### src/rtl/alu_pipe.sv
// alu_pipe: two-stage handshaked ALU.
// S1 latches the operands and opcode; S2 holds the registered result and flags.
// An internal carry register (cy) chains ADC/SBB onto the previous arithmetic op.
module alu_pipe #(
  parameter int WIDTH = 8
) (
  input  logic             ck,
  input  logic             rst,
  input  logic             in_valid,
  output logic             in_ready,
  input  logic [WIDTH-1:0] A,
  input  logic [WIDTH-1:0] B,
  input  logic [3:0]       CTR,
  output logic             out_valid,
  input  logic             out_ready,
  output logic [WIDTH-1:0] O,
  output logic [3:0]       FLAGS
);

  // Handshake: a transfer happens on a rising edge where valid && ready are
  // both high; valid never depends on ready, and a producer holds its payload
  // stable while valid is high and ready is low.

  localparam int unsigned WU = WIDTH;
  localparam logic [WIDTH-1:0] WIDTH_L = WIDTH'(WU);
  localparam int MSB = WIDTH - 1;

  logic             s1_valid_q, s1_valid_d;
  logic [WIDTH-1:0] ina_q, ina_d;
  logic [WIDTH-1:0] inb_q, inb_d;
  logic [3:0]       ctr_q, ctr_d;
  logic             out_valid_q, out_valid_d;
  logic [WIDTH-1:0] o_q, o_d;
  logic [3:0]       flags_q, flags_d;
  logic             cy_q, cy_d;

  logic             advance;
  logic             accept;
  logic             move;

  logic [WIDTH:0]   sum;
  logic [WIDTH-1:0] res;
  logic             res_c;
  logic             res_v;
  logic             is_arith;

  // Flow control: S1 may refill whenever S2 can take its current contents.
  always_comb begin
    advance  = !out_valid_q || out_ready;
    in_ready = !s1_valid_q || advance;
    accept   = in_valid && in_ready;
    move     = s1_valid_q && advance;
  end

  // Datapath: compute the result and flags of the operation waiting in S1.
  always_comb begin
    sum      = '0;
    res      = '0;
    res_c    = 1'b0;
    res_v    = 1'b0;
    is_arith = (ctr_q[3:2] == 2'b00);
    case (ctr_q)
      4'b0000: begin
        sum   = {1'b0, ina_q} + {1'b0, inb_q};
        res   = sum[WIDTH-1:0];
        res_c = sum[WIDTH];
        res_v = (ina_q[MSB] == inb_q[MSB]) && (res[MSB] != ina_q[MSB]);
      end
      4'b0001: begin
        sum   = {1'b0, ina_q} - {1'b0, inb_q};
        res   = sum[WIDTH-1:0];
        res_c = sum[WIDTH];
        res_v = (ina_q[MSB] != inb_q[MSB]) && (res[MSB] != ina_q[MSB]);
      end
      4'b0010: begin
        sum   = {1'b0, ina_q} + {1'b0, inb_q} + {{WIDTH{1'b0}}, cy_q};
        res   = sum[WIDTH-1:0];
        res_c = sum[WIDTH];
        res_v = (ina_q[MSB] == inb_q[MSB]) && (res[MSB] != ina_q[MSB]);
      end
      4'b0011: begin
        // Bit WIDTH of the extended difference is the borrow, even at A=0,B=max,cy=1.
        sum   = {1'b0, ina_q} - {1'b0, inb_q} - {{WIDTH{1'b0}}, cy_q};
        res   = sum[WIDTH-1:0];
        res_c = sum[WIDTH];
        res_v = (ina_q[MSB] != inb_q[MSB]) && (res[MSB] != ina_q[MSB]);
      end
      4'b1000: res = ina_q & inb_q;
      4'b1001: res = ina_q | inb_q;
      4'b1010: res = ina_q ^ inb_q;
      4'b1011: res = ~ina_q;
      4'b1100: res = (inb_q >= WIDTH_L) ? '0 : (ina_q >> inb_q);
      4'b1101: res = (inb_q >= WIDTH_L) ? '0 : (ina_q << inb_q);
      4'b1110: res = {ina_q[0], ina_q[WIDTH-1:1]};
      4'b1111: res = {ina_q[WIDTH-2:0], ina_q[WIDTH-1]};
      default: res = '0;
    endcase
  end

  // Next-state: S1 load, S1->S2 move, S2 drain and carry update.
  always_comb begin
    s1_valid_d  = s1_valid_q;
    ina_d       = ina_q;
    inb_d       = inb_q;
    ctr_d       = ctr_q;
    out_valid_d = out_valid_q;
    o_d         = o_q;
    flags_d     = flags_q;
    cy_d        = cy_q;

    if (accept) begin
      s1_valid_d = 1'b1;
      ina_d      = A;
      inb_d      = B;
      ctr_d      = CTR;
    end else if (advance) begin
      s1_valid_d = 1'b0;
    end

    if (move) begin
      out_valid_d = 1'b1;
      o_d         = res;
      flags_d     = {res[MSB], (res == '0), res_c, res_v};
      if (is_arith) cy_d = res_c;
    end else if (out_valid_q && out_ready) begin
      out_valid_d = 1'b0;
    end
  end

  // State registers with synchronous reset that discards anything in flight.
  always_ff @(posedge ck) begin
    if (rst) begin
      s1_valid_q  <= 1'b0;
      ina_q       <= '0;
      inb_q       <= '0;
      ctr_q       <= '0;
      out_valid_q <= 1'b0;
      o_q         <= '0;
      flags_q     <= '0;
      cy_q        <= 1'b0;
    end else begin
      s1_valid_q  <= s1_valid_d;
      ina_q       <= ina_d;
      inb_q       <= inb_d;
      ctr_q       <= ctr_d;
      out_valid_q <= out_valid_d;
      o_q         <= o_d;
      flags_q     <= flags_d;
      cy_q        <= cy_d;
    end
  end

  assign out_valid = out_valid_q;
  assign O         = o_q;
  assign FLAGS     = flags_q;

endmodule

### config.mk
export PLATFORM = sky130hd
export DESIGN_NAME = alu_pipe
export DESIGN_NICKNAME = d
export VERILOG_FILES = /design/src/rtl/alu_pipe.sv
export SDC_FILE = /design/constraint.sdc
export NUM_CORES = 1
export LEC_CHECK = 0
export ABC_AREA = 1
export CORE_MARGIN = 4
export CORE_UTILIZATION = 50
export CTS_BUF_LIST = sky130_fd_sc_hd__clkbuf_16
export CTS_CLUSTER_SIZE = 24
export DETAILED_ROUTE_END_ITERATION = 16
export DONT_BUFFER_PORTS = 1
export SETUP_SLACK_MARGIN = 0.3
export SYNTH_ARGS = -nofsm -noshare
export SYNTH_HDL_FRONTEND = slang
export SYNTH_SLANG_ARGS = --single-unit
### constraint.sdc
create_clock -name ck -period 3.86 [get_ports ck]
set_clock_uncertainty 0.2 [all_clocks]
set_input_delay 0.386 -clock ck [delete_from_list [all_inputs] [get_ports ck]]
set_output_delay 0.386 -clock ck [all_outputs]
set_load 0.05 [all_outputs]
==> flow_summary.ini <==
[yosys]
synthMuxAreaShare_pct = 0
synth_simple_gate_area_share_pct = 45.8
syn_avg_cell_area_sq_um = 5.77
synth_xor_area_share_pct = 0
syn_area_sq_um = 3830
synth_nets = 717
synth_compound_area_share_pct = 15.1
synthAdderAreaFrac_pct = 10.2
ys.warnings.count = 0
yosysSeqAreaShare_pct = 17.8
post_synth_inst_count = 663
ys_seq_elements = 34
synth.distinct_cells = 36
synth_top_family_by_area = simple AND/OR/NAND/NOR gates

[grt]
grt_pass1_vias = 3954
grtUsageMet3_pct = 3.55
grt_overflow = 0
grt_max_degree = 29
antenna_found_initial = 0
grt_first_pass_wirelength_microns = 20200
use_met1_pct = 40.0
gr-usage-met2_pct = 47.4
busiest_layer = met2
track_usage_pct = 29.1

[clock_network]
worstSkewPairLatency_ps = 280
cts-root-buf = clkbuf_16
cts_tree = yes
cts_buffer_depth = 2
clkTransAtPathRegs_ps = 50
clock_sinks = 34
cts_made_buffers = 5
htreeDepth = 2

[worst_setup_path]
crit_top_cell = nor2_1
cp_slowest_cell = dfxtp_1
max_stage_delay_ps = 520
arrival_ps = 3150
cp-start-kind = flip-flop
crit_fanout = 11
crit_required_ps = 3870
path_class = flip-flop to flip-flop
end_kind = flip-flop
path_cells = ha_1 > inv_1 > fa_1 > inv_1 > ha_1 > nand3b_1 > nand3_1 > nand2_1 > nor2_1 > nand2_1 > nor2_1 > nand2_1 > nor2_1 > nand3_1 > nor2_1 > nand4_1 > a21oi_1

[finish]
nets = 712
layout_commonest_cell = nand2_1
area_growth_pct = 5.85
final_cell_mix = nand2_1 (184), nand3_1 (89), inv_1 (70)
antenna_cells = 0
layout-drive-gt1-share_pct = 8.66

[power]
power.density_nw_per_um2 = 346
p_leak_uw = 0.00196
irDropWorstVdd_mv = 0.209

[placed_design]
place_congestion = 0.991
port_buffers = 0
pre_cts_slack_ps = 702
place_hpwl_microns = 10300

[routing]
drtAntennaViolNets = 0
via_count = 4294
drt_wl_total_microns = 12900
drt_iter0_drc = 418
viasPerCell = 5.67
wire_per_inst_microns = 17.0
drc = 0
firstDrtPassIters = 5

[die]
dieArea_sq_um = 9120
design.portCount = 38
die_y_microns = 95.5
initial_utilization_pct = 52.2
fp-row-count = 31
fp.dieW_microns = 95.5
core-area_sq_um = 7330

[timing]
setup_viol = 0
finalMaxSlewViolations = 0
fin_crit_sh_pct = 81.3
fin_crit_ps = 3140
hold_viol = 0
fmaxAchievable_ghz = 0.319
rsz0062_at_grt = false
worstMarginPinSlew_ps = 964
setup_ws_ps = 721
slew_headroom_pct = 35.6
setup_tns_ps = 0

[job]
drv_cap = 0

[worst_hold_path]
hp-class = input pin to flip-flop

[run_status]
status = complete, no violations
-- sequential cells by signal (all words and copies together) (netlist names) --
register / flops
FLAGS: 3
O: 8
ctr_q: 4
cy_q: 1
ina_q: 8
inb_q: 8
out_valid: 1
s1_valid_q: 1
-- routing by layer --
layer  part of all wire (%)  wire length (microns)
met1                     46                   5870
met3                    6.8                    871
met4                    3.0                    385
met5                      0                      0
met2                     45                   5750
-- cell families (layout without fill, tap and decap cells) --
logic type,count (synthesis),count (layout)
AO/OA/AOI/OAI,108,108
AND/OR/NAND/NOR,390,390
adder cells (fa/ha/maj),30,30
buffers and inverters,101,96
flip-flops,34,34
-- stage by stage --
step | utilization [%] | cells | power, uW | area, sq um | hold WS, ps
floorplan | - | 663 | 829 | 3830 | 276
global placement | 52.9 | 749 | 943 | 3880 | 252
detailed placement | 52.9 | 749 | 945 | 3880 | 253
CTS | 55.2 | 757 | 1400 | 4050 | 66.3
global route | 55.2 | 757 | 1490 | 4050 | 108
finish | 55.2 | 757 | 1400 | 4050 | 70.3
-- final timing paths --
path,startpoint,endpoint,slack [ps],cells past startpoint
max,inb_q[0]$_SDFFE_PP0P_,FLAGS[2]$_SDFFE_PP0P_,720,17
min,rst,O[0]$_SDFFE_PP0P_,70,3
max reg2reg,inb_q[0]$_SDFFE_PP0P_,FLAGS[2]$_SDFFE_PP0P_,720,17
min reg2reg,cy_q$_SDFFE_PP0P_,cy_q$_SDFFE_PP0P_,320,2
-- repair_timing --
item | in CTS | in global routing
buffers inserted | 0 | 0
hold buffers | 1 | 0
gates resized for setup | 0 | 1
endpoints found under the hold margin | 6 | 0
setup endpoints to repair | 0 | 1
-- area by class of cell --
class | instances | area [sq um]
clock buffer | 5 | 125
clock inverter | 2 | 33.8
fill | 794 | 3280
inverter | 83 | 317
multi-input combinational | 528 | 2720
sequential | 34 | 682
tap | 99 | 124
timing repair buffer | 6 | 47.5
-- where the power goes --
group | switching (uW) | internal [uW] | total, uW
clock | 149 | 298 | 448
combinational | 358 | 153 | 511
sequential | 66.1 | 376 | 442
total | 574 | 828 | 1400
-- worst max-delay path: cells and delay by family (launching register included) --
kind / cells / cell delay (ps)
AND/OR/NAND/NOR: 11 / 1120
buffers and inverters: 2 / 150
AO/OA/AOI/OAI: 1 / 120
flip-flops: 1 / 520
adder cells (fa/ha/maj): 3 / 970
-- synthesized netlist by cell type (all sizes together) --
cell	number	area, sq um
o22ai	9	56.3
o21bai	2	15.0
nand3b	8	60.1
fa	2	40.0
a21oi	42	225
o211ai	2	15.0
o21ai	52	260
clkbuf	9	37.5
inv	80	305
or2	3	18.8
nor2	71	302
nor3	7	46.3
nand4	8	50.1
ha	28	350
buf	9	70.1
nand3	93	485
clkinv	3	11.3
a31oi	1	6.26
nand2	199	785
dfxtp	34	681
and2	1	6.26
Power figures use the tool's default switching activity.
